[src/rtl/uart_tx_controller_pkg.sv]
// Shared definitions for the control sequencer, UART receiver and UART transmitter.
// Holds the sequencer phase codes, the UART frame constants and the transmit FSM states.
package uart_tx_controller_pkg;

  localparam logic [1:0] ST_RECEIVE  = 2'b00;
  localparam logic [1:0] ST_PROCESS  = 2'b01;
  localparam logic [1:0] ST_TRANSMIT = 2'b10;
  localparam logic [1:0] ST_ALLDONE  = 2'b11;

  localparam int DATA_BITS            = 8;
  localparam int CLKS_PER_BIT_DEFAULT = 868;

  typedef enum logic [2:0] {
    S_IDLE,
    S_FETCH,
    S_LOAD,
    S_START,
    S_DATA,
    S_STOP,
    S_DONE
  } tx_state_e;

endpackage

[src/rtl/uart_tx_controller_if.sv]
// Sequencer, data-memory and serial-line signals of the transmit engine.
// The slave modport is the engine's view; the master modport is its environment's.
interface uart_tx_controller_if
  import uart_tx_controller_pkg::*;
#(
  parameter int ADDR_W = 16
);

  logic [1:0]           status;
  logic [DATA_BITS-1:0] mem_rdata;
  logic [ADDR_W-1:0]    mem_addr;
  logic                 mem_re;
  logic                 tx;
  logic                 busy;
  logic                 end_transmitting;

  modport master (
    output status, mem_rdata,
    input  mem_addr, mem_re, tx, busy, end_transmitting
  );

  modport slave (
    input  status, mem_rdata,
    output mem_addr, mem_re, tx, busy, end_transmitting
  );

endinterface

[src/rtl/uart_tx_baud_gen.sv]
// Baud counter: counts 0..CLKS_PER_BIT-1 and pulses bit_tick on the last count of each bit.
// restart forces the count back to 0 so every FSM state begins on a full bit period.
module uart_tx_baud_gen
  import uart_tx_controller_pkg::*;
#(
  parameter int CLKS_PER_BIT = CLKS_PER_BIT_DEFAULT
) (
  input  logic clk,
  input  logic rst,
  input  logic restart,
  output logic bit_tick
);

  localparam int              CNT_W = (CLKS_PER_BIT > 1) ? $clog2(CLKS_PER_BIT) : 1;
  localparam logic [CNT_W-1:0] LAST = CNT_W'(CLKS_PER_BIT - 1);

  logic [CNT_W-1:0] cnt;

  assign bit_tick = (cnt == LAST);

  // NOTE: sequential state is written with non-blocking assignments only, so every
  // register samples the pre-edge values of the others regardless of process order.
  always_ff @(posedge clk or posedge rst) begin
    if (rst) begin
      cnt <= '0;
    end else if (restart || bit_tick) begin
      cnt <= '0;
    end else begin
      cnt <= cnt + CNT_W'(1);
    end
  end

endmodule

[src/rtl/uart_tx_controller.sv]
// Transmit-phase engine: once armed by the sequencer, reads NUM_BYTES bytes from data
// memory in address order, sends each as an 8N1 frame, then raises a sticky completion flag.
module uart_tx_controller
  import uart_tx_controller_pkg::*;
#(
  parameter int CLKS_PER_BIT = CLKS_PER_BIT_DEFAULT,
  parameter int ADDR_W       = 16,
  parameter int NUM_BYTES    = 65536
) (
  input logic                 clk,
  input logic                 rst,
  uart_tx_controller_if.slave bus
);

  // One extra bit lets NUM_BYTES = 2^ADDR_W be counted without wrapping.
  localparam int                BYTE_W    = ADDR_W + 1;
  localparam logic [BYTE_W-1:0] LAST_BYTE = BYTE_W'(NUM_BYTES - 1);
  localparam int                BIT_W     = $clog2(DATA_BITS);
  localparam logic [BIT_W-1:0]  LAST_BIT  = BIT_W'(DATA_BITS - 1);

  tx_state_e            state, state_n;
  logic [BYTE_W-1:0]    byte_cnt, byte_cnt_n;
  logic [BIT_W-1:0]     bit_cnt, bit_cnt_n;
  logic [DATA_BITS-1:0] shreg, shreg_n;
  logic                 tx_q, tx_n;
  logic                 busy_q, busy_n;
  logic                 done_q, done_n;
  logic                 bit_tick;
  logic                 restart;

  uart_tx_baud_gen #(
    .CLKS_PER_BIT(CLKS_PER_BIT)
  ) u_baud (
    .clk     (clk),
    .rst     (rst),
    .restart (restart),
    .bit_tick(bit_tick)
  );

  // The baud counter is parked while waiting and cleared on every state change.
  assign restart = (state_n != state) || (state == S_IDLE) || (state == S_DONE);

  // NOTE: every variable written here gets its default first, so no path through the
  // case statement can leave one unassigned and infer a latch.
  always_comb begin
    state_n    = state;
    byte_cnt_n = byte_cnt;
    bit_cnt_n  = bit_cnt;
    shreg_n    = shreg;
    unique case (state)
      S_IDLE:  if (bus.status == ST_TRANSMIT && !done_q) state_n = S_FETCH;
      S_FETCH: state_n = S_LOAD;
      S_LOAD: begin
        shreg_n = bus.mem_rdata;
        state_n = S_START;
      end
      S_START: if (bit_tick) state_n = S_DATA;
      S_DATA: if (bit_tick) begin
        shreg_n   = shreg >> 1;
        bit_cnt_n = bit_cnt + BIT_W'(1);
        if (bit_cnt == LAST_BIT) state_n = S_STOP;
      end
      S_STOP: if (bit_tick) begin
        if (byte_cnt == LAST_BYTE) begin
          state_n = S_DONE;
        end else begin
          byte_cnt_n = byte_cnt + BYTE_W'(1);
          state_n    = S_FETCH;
        end
      end
      S_DONE:  state_n = S_DONE;
      default: state_n = S_IDLE;
    endcase

    // Serial line and flags are registered from the next state so tx never glitches.
    unique case (state_n)
      S_START: tx_n = 1'b0;
      S_DATA:  tx_n = shreg_n[0];
      default: tx_n = 1'b1;
    endcase
    busy_n = (state_n != S_IDLE) && (state_n != S_DONE);
    done_n = (state_n == S_DONE);
  end

  always_ff @(posedge clk or posedge rst) begin
    if (rst) begin
      state    <= S_IDLE;
      byte_cnt <= '0;
      bit_cnt  <= '0;
      shreg    <= '0;
      tx_q     <= 1'b1;
      busy_q   <= 1'b0;
      done_q   <= 1'b0;
    end else begin
      state    <= state_n;
      byte_cnt <= byte_cnt_n;
      bit_cnt  <= bit_cnt_n;
      shreg    <= shreg_n;
      tx_q     <= tx_n;
      busy_q   <= busy_n;
      done_q   <= done_n;
    end
  end

  assign bus.mem_re           = (state == S_FETCH);
  assign bus.mem_addr         = byte_cnt[ADDR_W-1:0];
  assign bus.tx               = tx_q;
  assign bus.busy             = busy_q;
  assign bus.end_transmitting = done_q;

endmodule

[src/flat_wrapper.sv]
// flat-port wrapper written by rule: the top's interface ports become plain ports
module uart_tx_controller_flat import uart_tx_controller_pkg::*;
#(
  parameter int CLKS_PER_BIT = CLKS_PER_BIT_DEFAULT,
  parameter int ADDR_W       = 16,
  parameter int NUM_BYTES    = 65536
)
  (clk, rst, bus_status, bus_mem_rdata, bus_mem_addr, bus_mem_re, bus_tx, bus_busy, bus_end_transmitting);
  uart_tx_controller_if #(.ADDR_W(ADDR_W)) bus_i ();
  input logic clk;
  input logic rst;
  input wire logic [$bits(bus_i.status)-1:0] bus_status;
  input wire logic [$bits(bus_i.mem_rdata)-1:0] bus_mem_rdata;
  output wire logic [$bits(bus_i.mem_addr)-1:0] bus_mem_addr;
  output wire logic [$bits(bus_i.mem_re)-1:0] bus_mem_re;
  output wire logic [$bits(bus_i.tx)-1:0] bus_tx;
  output wire logic [$bits(bus_i.busy)-1:0] bus_busy;
  output wire logic [$bits(bus_i.end_transmitting)-1:0] bus_end_transmitting;
  assign bus_i.status = bus_status;
  assign bus_i.mem_rdata = bus_mem_rdata;
  assign bus_mem_addr = bus_i.mem_addr;
  assign bus_mem_re = bus_i.mem_re;
  assign bus_tx = bus_i.tx;
  assign bus_busy = bus_i.busy;
  assign bus_end_transmitting = bus_i.end_transmitting;
  uart_tx_controller #(.CLKS_PER_BIT(CLKS_PER_BIT), .ADDR_W(ADDR_W), .NUM_BYTES(NUM_BYTES)) u_core (.clk(clk), .rst(rst), .bus(bus_i));
endmodule
[config.mk]
export PLATFORM = sky130hd
export DESIGN_NAME = uart_tx_controller_flat
export DESIGN_NICKNAME = d
export VERILOG_FILES = /design/src/rtl/uart_tx_controller_pkg.sv /design/src/rtl/uart_tx_controller_if.sv /design/src/rtl/uart_tx_baud_gen.sv /design/src/rtl/uart_tx_controller.sv /design/src/flat_wrapper.sv
export SDC_FILE = /design/constraint.sdc
export NUM_CORES = 1
export LEC_CHECK = 0
export BUFFER_PORTS_ARGS = -buffer_cell sky130_fd_sc_hd__buf_2
export CELL_PAD_IN_SITES_DETAIL_PLACEMENT = 0
export CELL_PAD_IN_SITES_GLOBAL_PLACEMENT = 1
export CORE_UTILIZATION = 40
export DETAILED_ROUTE_END_ITERATION = 16
export HOLD_SLACK_MARGIN = 0.08
export PLACE_DENSITY = 0.78
export SYNTH_ARGS = -nofsm -noshare
export SYNTH_HDL_FRONTEND = slang
export SYNTH_SLANG_ARGS = --single-unit
[constraint.sdc]
create_clock -name clk -period 3.4 [get_ports clk]
set_clock_uncertainty 0.1 [all_clocks]
set_input_delay 0.17 -clock clk [delete_from_list [all_inputs] [get_ports clk]]
set_output_delay 0.17 -clock clk [all_outputs]
set_load 0.05 [all_outputs]
# Word level (Yosys, flattened, before mapping)
# Index checks and enable logic that the tools add are counted.
# word_totals
reg_bits	44
in_bits	12
word_cells	52
# classes
n_addsub	3
n_eq_ne	16
muxes	11
n_bitwise	1
n_reduce_logical	12
# op_table
cell	n
$pmux 3 s7	1
$eq 3x3->1 const B	6
$mux 3	6
$add 17x1->17 const B	1
$eq 17x16->1 const B	1
$pmux 8 s2	1
$add 10x1->10 const B	1
$eq 10x10->1 const B	1
$mux 10	1
$eq 3x2->1 const B	3
$mux 8	1
$reduce_and 2->1	2
$add 3x1->3 const B	1
$eq 3x1->1 const B	1
$logic_not 3->1	1
$logic_or 1x1->1	3
$ne 3x3->1	1
$ne 3x3->1 const B	1
$reduce_and 3->1	1
$reduce_bool 3->1	1
$eq 2x2->1 const B	1
$logic_and 1x1->1	2
$ne 2x2->1 const B	1
$pmux 1 s2	1
other kinds (3)	3

# Depth between registers and ports, before layout
# Gate-level depths: netlist (run 1).
# depth
depth_word	9
mapped_depth	12

# By module
# Synthesis (run 1) repeated with hierarchy kept, for this count alone.
# unflattened
hier_cells	227
area_unflattened_um2	2356.0
# modules_own_cells
mod	n_inst	cells_per_inst	area_each_um2	seq_area_each_um2
uart_tx_controller	1	170	1786.7	852.1
uart_tx_baud_gen	1	57	569.3	250.2

# Worst setup path before layout (run 1)
# No wires, ideal clock.
# synth_path
path_kind	register -> register
start	register u_core.byte_cnt[0]
end	register u_core.busy_q, in the netlist u_core.bus.busy
setup_time_ns	0.137
arrival_ns	2.145
path_slack_ns	1.018
stages_incl_launch_ff	12
n_path_buf	0
period_less_slack_ns	2.382
cell_sequence	dfrtp_1 ha_1 nand3_1 nor2_1 nand2_1 nor3_1 ha_1 nor2b_1 o21a_1 a221o_2 o31ai_1 a21oi_1
# synth_between
elab_chain_cells	6
elab_cells_between_ends	7
cone_classes	eq/ne: 2; mux: 3; reduce/logical: 2
# synth_rtl
item	line	text
start, declared	uart_tx_controller.sv:22	logic [BYTE_W-1:0] byte_cnt, byte_cnt_n;
start signal, assigned	uart_tx_controller.sv:96	byte_cnt <= byte_cnt_n;
$eq 17x16->1 *	uart_tx_controller.sv:64	if (byte_cnt == LAST_BYTE) begin
$mux 3 *	uart_tx_controller.sv:64	
$mux 3 *	uart_tx_controller.sv:63	S_STOP: if (bit_tick) begin
$pmux 3 s7 *	uart_tx_controller.sv:50	unique case (state)
via u_core.state_n[0]	uart_tx_controller.sv:21	tx_state_e state, state_n;
$ne 3x3->1 / $reduce_bool 3->1 (equally long branches)	uart_tx_controller.sv:81	busy_n = (state_n != S_IDLE) && (state_n != S_DONE);
$logic_and 1x1->1 *	uart_tx_controller.sv:81	
via u_core.busy_n	uart_tx_controller.sv:26	logic busy_q, busy_n;
end signal, assigned	uart_tx_controller.sv:100	busy_q <= busy_n;
end, declared	uart_tx_controller.sv:26	
# The timed path passes the listed nets; every way through them passes the cells marked *.
# A chain may end at the register's enable or synchronous reset.

# Final worst setup path (run 1)
# layout_path
start	register u_core.byte_cnt[8]
end	register u_core.byte_cnt[15]
# layout_between
elab_chain_cells	3
elab_cells_between_ends	4
cone_classes	add/sub: 1; eq/ne: 1; bitwise: 1; reduce/logical: 1
# layout_rtl
item
parallel branches: the longest is 3 deep, another holds $add 17x1->17
# Several ways; the timed one is not identified.

==> results.toml, run 1 <==
[synthesis]
yosysUniqueCellTypes = 43
async_flop_share_pct = 100
synth_cells = 218
syn-cell-area_um2 = 2320
ys_seq_area_share_pct = 47.5
yosysWarnings = 0
synth_enable_flop_cells = 0
synth-seq-cells = 44
ys.flop_type = "dfrtp_1"
avgSynthCellArea_um2 = 10.6
syn-num-nets = 235

[clock_network]
clock_sinks = 44
ctsResizeCount = 0
clkTransAtPathRegs_ns = 0.08
cts_htree_levels = 2
cts_tree = "done"
clk_path_buf_depth = 2
clock_latency_ns = 0.29
cts-root-buf = "clkbuf_8"
cts_buffers = 5

[detailed_routing]
wl_per_cell_um = 12.9
num_vias = 1589
drt_iter0_drc = 94
drt_wl_total_um = 4040
first_pass_iters = 4
postRouteAntennaNets = 0
post-route-drc-count = 0
viasPerCell = 5.06

[placed_design]
portBuffers = 31
place_ws_ns = 0.617
place.gp.congestion = 0.751
hpwl_um = 2760

[flow_run]
max_cap_viol_count = 0

[layout]
drive_gt1_share_pct = 22.3
final_util_pct = 46.7
syn_to_final_growth_pct = 11.5
fillers = 526
regArea_um2 = 1100
multi_input_area_um2 = 1030
final_nets = 258
antenna_cells = 0

[critical_path]
cp_max_fo = 11
cpMaxStageDelayCell = "nor4_4"
critPathKind = "reg -> reg"
worstSetupEndpointType = "flop"
cp_cell_sequence = "and3_1 > and3_1 > nand3_1 > nor3_1 > ha_1 > nand4bb_1 > nor4_4 > nand2_1 > nor3_2 > xor2_1"
crit_top_cell = "and3_1"
critPathMaxStageDelay_ns = 0.49
crit_path_start_kind = "flop"
worstPathRequired_ns = 3.52
crit_buf_inv = 0
ff2ff_setup_slack_ns = 0.63
arrival_ns = 2.89
critPathTopFamily = "simple AND/OR/NAND/NOR gates"
reg2reg_to = "u_core.byte_cnt[15]"
reg2reg_depth = 10
r2r_start = "u_core.byte_cnt[8]"

[timing]
tightestPinTransition_ns = 0.716
hold_violations = 0
period_minus_slack_ns = 2.77
setup_viol = 0
fin_crit_sh_pct = 81.6
fin_tns_setup_ns = 0
grt_setup_unrepaired = "false"
layout_setup_ws_ns = 0.627
fmax_ghz = 0.361
slew_headroom_pct = 51.9
slew_viol_final = 0

[power]
vdd_drop_max_mv = 0.238
comb_power_share_pct = 19.9
fin_total_pwr_uw = 1340
power.switching_uw = 381
seqPwrFrac_pct = 51.2
p_int_uw = 957
power_frac_clock_pct = 28.9
power.density_nw_per_um2 = 517
swShare_pct = 28.5
leakage_uw = 0.00121

[worst_hold_path]
min_to = "u_core.shreg[6]"
hold_class = "in -> reg"
hp-start = "bus_mem_rdata[6]"
holdPathStages = 3

[floorplan]
die_w_um = 78.2
die-area_um2 = 6110
initial_core_util_pct = 41.9
die_y_um = 78.2
io_pins = 32
rows = 27
core-area_um2 = 5540

[global_route]
grt_pass1_vias = 1531
grt_max_degree = 45
antenna_found_initial = 0
track_usage_pct = 15.1
grt_pass1_wl_um = 7190
gr-total-overflow = 0

[status]
status = "finished, final reports clean"
Yosys cell counts, drive strengths merged (3+ instances only):
master  instances  area share [%]
nor3            6             1.5
nand2          13             2.1
o21ai           4            0.86
buf            20             6.4
clkbuf          3            0.49
xnor2          13             4.9
and2            7             1.9
nor3b           3            0.97
nand3          10             2.2
ha              5             2.7
nor2b           5             1.3
mux2            3             1.5
nor2           18             3.0
nor4            4             2.4
inv             7             1.1
dfrtp          43              46
a21oi           5             1.1
xor2           11             4.2
a221o           7             3.1
and3            4             1.1
nand4           7             1.9
worst register-to-register path, stage by stage, from the launching register on:
cell and delay (ns):
dfrtp_1 0.42, and3_1 0.20, and3_1 0.21, nand3_1 0.15, nor3_1 0.08, ha_1 0.24
nand4bb_1 0.26, nor4_4 0.49, nand2_1 0.19, nor3_2 0.21, xor2_1 0.15
logic make-up (layout without fill, tap and decap cells):
kind of cell	after synthesis	count (layout)	synth area share, %
xor+xnor	24	24	9.06
buf+inv	30	54	8.03
mux	5	5	2.32
fa+ha+maj	5	5	2.70
simple gates	86	86	22.5
flops	44	44	47.5
compound gates	24	24	7.87
worst max path at each step:
stage | to | from | slack [ns] | cells past startpoint
after floorplan | u_core.bus.busy | u_core.byte_cnt[0] | 1.02 | 11
after global placement | u_core.byte_cnt[15] | u_core.byte_cnt[9] | 0.72 | 10
after detailed placement | u_core.byte_cnt[15] | u_core.byte_cnt[8] | 0.62 | 10
after CTS | u_core.byte_cnt[15] | u_core.byte_cnt[8] | 0.59 | 10
after global routing | u_core.byte_cnt[15] | u_core.byte_cnt[0] | 0.40 | 11
final | u_core.byte_cnt[15] | u_core.byte_cnt[8] | 0.63 | 10
what timing repair did:
action | 4_1_cts | 5_1_grt
endpoints found under the hold margin | 48 | 0
hold buffers | 6 | 0
setup buffers | 0 | 0
cell type report:
type / count / area share [%]
flip-flops and latches: 44 / 42.6
multi-input cells: 144 / 39.9
repair buffers: 39 / 8.89
well taps: 72 / 3.48
clock buffers: 6 / 2.80
clock inverters: 2 / 1.35
inverters: 7 / 1.01
cell usage in the layout, fill, tap and decap left out, types with 2 or more instances in the layout:
| cell | synthesis | final |
|---|---|---|
| nand3_1 | 10 | 10 |
| nor2_1 | 17 | 17 |
| and3_1 | 4 | 4 |
| nor4_4 | 2 | 2 |
| nor2b_1 | 5 | 5 |
| nand2_1 | 13 | 13 |
| a221o_1 | 6 | 6 |
| nand4_1 | 7 | 7 |
| a21o_1 | 2 | 2 |
| o21a_1 | 2 | 2 |
| dfrtp_1 | 43 | 43 |
| mux2i_1 | 2 | 2 |
| buf_4 | 17 | 2 |
| clkbuf_8 | 0 | 5 |
| xnor2_1 | 13 | 13 |
| nor3_1 | 5 | 5 |
| xor2_1 | 11 | 11 |
| buf_2 | 2 | 31 |
| and2_1 | 7 | 7 |
| ha_1 | 5 | 5 |
| dlygate4sd3_1 | 0 | 6 |
| nor4_1 | 2 | 2 |
| a21oi_1 | 5 | 5 |
| nand2b_1 | 2 | 2 |
| o21ai_0 | 4 | 4 |
| inv_1 | 7 | 6 |
| mux2_2 | 3 | 3 |
| nor3b_1 | 3 | 3 |
flip-flops by register name (all words and copies together), names as in the netlist:
name                         count
u_core.byte_cnt                 17
u_core.shreg                     8
u_core.u_baud.cnt               10
u_core.bit_cnt                   3
u_core.state                     3
u_core.bus.end_transmitting      1
u_core.bus.tx                    1
u_core.bus.busy                  1
routing by layer:
layer | GRT usage (%) | wire, µm
met2 | 22.7 | 1880
met1 | 20.6 | 1960
met3 | 3.49 | 133
met4 | 6.67 | 64
met5 | 0 | 0
stage by stage:
stage	std cells	instance area (µm²)	hold WS, ns
after floorplan	218	2320	0.187
after global placement	300	2420	0.235
after detailed placement	300	2420	0.241
after CTS	314	2590	0.0914
after global routing	314	2590	0.0860
final	314	2590	0.100
power by group through the flow:
stage	Clock, µW	Sequential (µW)	Combinational, µW
final	387	685	266
after global routing	425	703	303
after CTS	403	686	270
after detailed placement	0	695	264
after global placement	0	693	256
after floorplan	0	673	219
Note: power is estimated with default switching activity, not from simulation.
==> inputs of run 2 (changes only) <==
- ABC_AREA: default -> 1
- CORE_UTILIZATION: 40 -> 39
- PLACE_DENSITY: 0.78 -> 0.81
- clock period: 3.4 -> 2.3 ns (I/O delays scaled with it)
==> results.toml, run 2 <==
[status]
status = "finished, final reports clean"

[layout]
final_cell_mix = "nand2_1, dfrtp_1, inv_1"
syn_to_final_growth_pct = 20.8
final_nets = 357
final_util_pct = 49.8
drive_gt1_share_pct = 29.6
final_common_cell = "nand2_1"
antenna_cells = 0
largest_reg_flops = 17
largest_register = "u_core.byte_cnt"
largestRegisters = "u_core.byte_cnt (17), u_core.u_baud.cnt (10), u_core.shreg (8)"

[synthesis]
yosysWarnings = 0
synthTopCellsByArea = "dfrtp_1, nand2_1, inv_1"
synth_commonest_cells = "nand2_1, dfrtp_1, inv_1, nor2_1"
synth_cells = 293
async_flop_share_pct = 100
ys.flop_type = "dfrtp_1"
yosysTopAreaCell = "dfrtp_1"
yosysMostFrequentCell = "nand2_1"
syn-cell-area_um2 = 2500
post-synth-top-area-fraction_pct = 43.1
synth_enable_flop_cells = 0
syn-num-nets = 310
avgSynthCellArea_um2 = 8.53
yosysUniqueCellTypes = 30
synth-seq-cells = 44
ys_seq_area_share_pct = 44.1

[power]
comb_power_share_pct = 3.8
vdd_drop_max_mv = 0.217
p_int_uw = 1020
seqPwrFrac_pct = 60.0
fin_total_pwr_uw = 1300
power.density_nw_per_um2 = 431
leakage_uw = 0.00146
power.switching_uw = 287
power_frac_clock_pct = 36.1
swShare_pct = 22.0

[critical_path]
critPathMaxStageDelay_ns = 0.36
cpMaxStageDelayCell = "dfrtp_1"
crit_top_cell = "nand2_2"
reg2reg_to = "u_core.u_baud.cnt[6]"
ff2ff_setup_slack_ns = 0.11
worst-path-stages = 14
worstSetupStartpoint = "u_core.byte_cnt[1]"
reg2reg_depth = 14
endpoint = "u_core.u_baud.cnt[6]"
crit_buf_inv = 1
cp_cell_sequence = "ha_2 > nand2_2 > nor4_1 > nand2_1 > nor4_2 > ha_2 > inv_4 > nand2_2 > nand2_2 > nand3_2 > nand2_2 > nor2_4 > nand2_4 > nor2_2"
worstSetupEndpointType = "flop"
worstPathRequired_ns = 2.42
arrival_ns = 2.31
critPathTopFamily = "simple AND/OR/NAND/NOR gates"
critPathKind = "reg -> reg"
crit_path_start_kind = "flop"
cp_max_fo = 5
r2r_start = "u_core.byte_cnt[1]"

[detailed_routing]
postRouteAntennaNets = 0
viasPerCell = 4.69
met1_length_um = 2390
route.met3.wl_um = 181
first_pass_iters = 4
top_layer_used = "met4"
wl_met2_um = 2270
post-route-drc-count = 0
wl_per_cell_um = 11.8
num_vias = 1952
drt_wl_total_um = 4900
drt_iter0_drc = 50

[placed_design]
hpwl_um = 3510
place.gp.congestion = 0.811
place_ws_ns = -0.183
portBuffers = 31

[timing]
tightestPinTransition_ns = 0.557
slew_headroom_pct = 62.9
fmax_ghz = 0.457
hold_violations = 0
hold_ws_ns = 0.324
grt_setup_unrepaired = "true"
setup_viol = 0
slew_viol_final = 0
period_minus_slack_ns = 2.19
layout_setup_ws_ns = 0.109
fin_crit_sh_pct = 95.2

[clock_network]
cts_buffers = 5
clock_latency_ns = 0.30
clock_sinks = 44
cts_tree = "done"
clkTransAtPathRegs_ns = 0.09
cts-root-buf = "clkbuf_8"
cts_htree_levels = 2
clk_path_buf_depth = 2

[global_route]
gr-total-overflow = 0
grt_pass1_vias = 1885
track_usage_pct = 15.9
grt_max_degree = 45
grt_pass1_wl_um = 8180
antenna_found_initial = 0

[worst_hold_path]
hold_class = "in -> reg"

[floorplan]
die-area_um2 = 6730
core-area_um2 = 6060
die_y_um = 82.0
rows = 28
initial_core_util_pct = 41.2
die_w_um = 82.0
io_pins = 32

[flow_run]
max_cap_viol_count = 0
run 2: changes by cell type after synthesis, moves of 4 or more:
cell,previous run,this run
nand2_1,13,60
inv_1,7,37
nor2_1,17,35
xnor2_1,13,5
and2_1,7,0
nand3_1,10,17
a221o_1,6,0
o221ai_1,0,6
nand2_2,0,5
nor2b_1,5,0
and3_1,4,0
xor2_1,11,15
run 2: what timing repair did:
action | 4_1_cts | 5_1_grt
hold endpoints to repair | 51 | 0
endpoints found under the setup margin | 13 | 14
pin swaps | 4 | 4
buffers inserted | 0 | 1
resized for setup | 5 | 20
cloned | 0 | 1
hold buffers | 9 | 0
run 2: cells by family (layout without fill, tap and decap cells):
logic type	count (synthesis)	after routing	share of synthesized area (%)
muxes	2	2	0.901
AOI/OAI and AO/OA	17	17	4.46
xor gates and xnor gates	20	20	7.01
DFF	44	44	44.1
buffers and inverters	56	103	11.3
and+or+nand+nor	149	150	29.7
adders and majority gates	5	5	2.50
run 2: power groups by stage:
stage	registers (µW)	logic [µW]	clock network, µW
2_1_floorplan	797	22.3	0
3_3_place_gp	797	38.6	0
3_5_place_dp	797	39.4	0
4_1_cts	782	50.9	493
5_1_grt	783	57.4	518
6_report	782	49.8	471
run 2: how the worst min path moves through the flow:
stage / slack, ns / startpoint / depth (start not counted) / endpoint
after floorplan: 0.14 / bus_mem_rdata[7] / 2 / u_core.shreg[7]
after global placement: 0.18 / rst / 3 / u_core.byte_cnt[3]
after detailed placement: 0.18 / rst / 3 / u_core.shreg[7]
after CTS: 0.22 / bus_status[1] / 7 / u_core.state[0]
after global routing: 0.38 / bus_status[1] / 8 / u_core.state[0]
final: 0.32 / bus_status[1] / 8 / u_core.state[0]
run 2: through the flow:
| step | instances | area, µm² | setup TNS (ns) |
|---|---|---|---|
| finish | 416 | 3020 | 0 |
| global route | 416 | 3020 | -0.560 |
| CTS | 414 | 2940 | 0 |
| detailed placement | 397 | 2740 | -1.43 |
| global placement | 397 | 2740 | -0.228 |
| floorplan | 293 | 2500 | 0 |
run 2: layout make-up:
class	count	area, µm²
Fill cell	587	3040
Multi-Input combinational cell	194	1210
Timing Repair Buffer	57	385
Clock buffer	6	72.6
Inverter	38	145
Tap cell	75	93.8
Sequential cell	44	1100
Clock inverter	2	12.5
run 2: metal layers:
layer | global-route usage (%) | up-vias
li1 | - | 1014
met1 | 20.4 | 890
met2 | 26.4 | 43
met3 | 3.67 | 5
met4 | 5.09 | 0
met5 | 0 | -
run 2: worst register-to-register path, stage by stage (launching register included):
cell,delay (ns)
dfrtp_1,0.36
ha_2,0.19
nand2_2,0.06
nor4_1,0.15
nand2_1,0.12
nor4_2,0.17
ha_2,0.28
inv_4,0.07
nand2_2,0.08
nand2_2,0.06
nand3_2,0.07
nand2_2,0.06
nor2_4,0.15
nand2_4,0.10
nor2_2,0.10
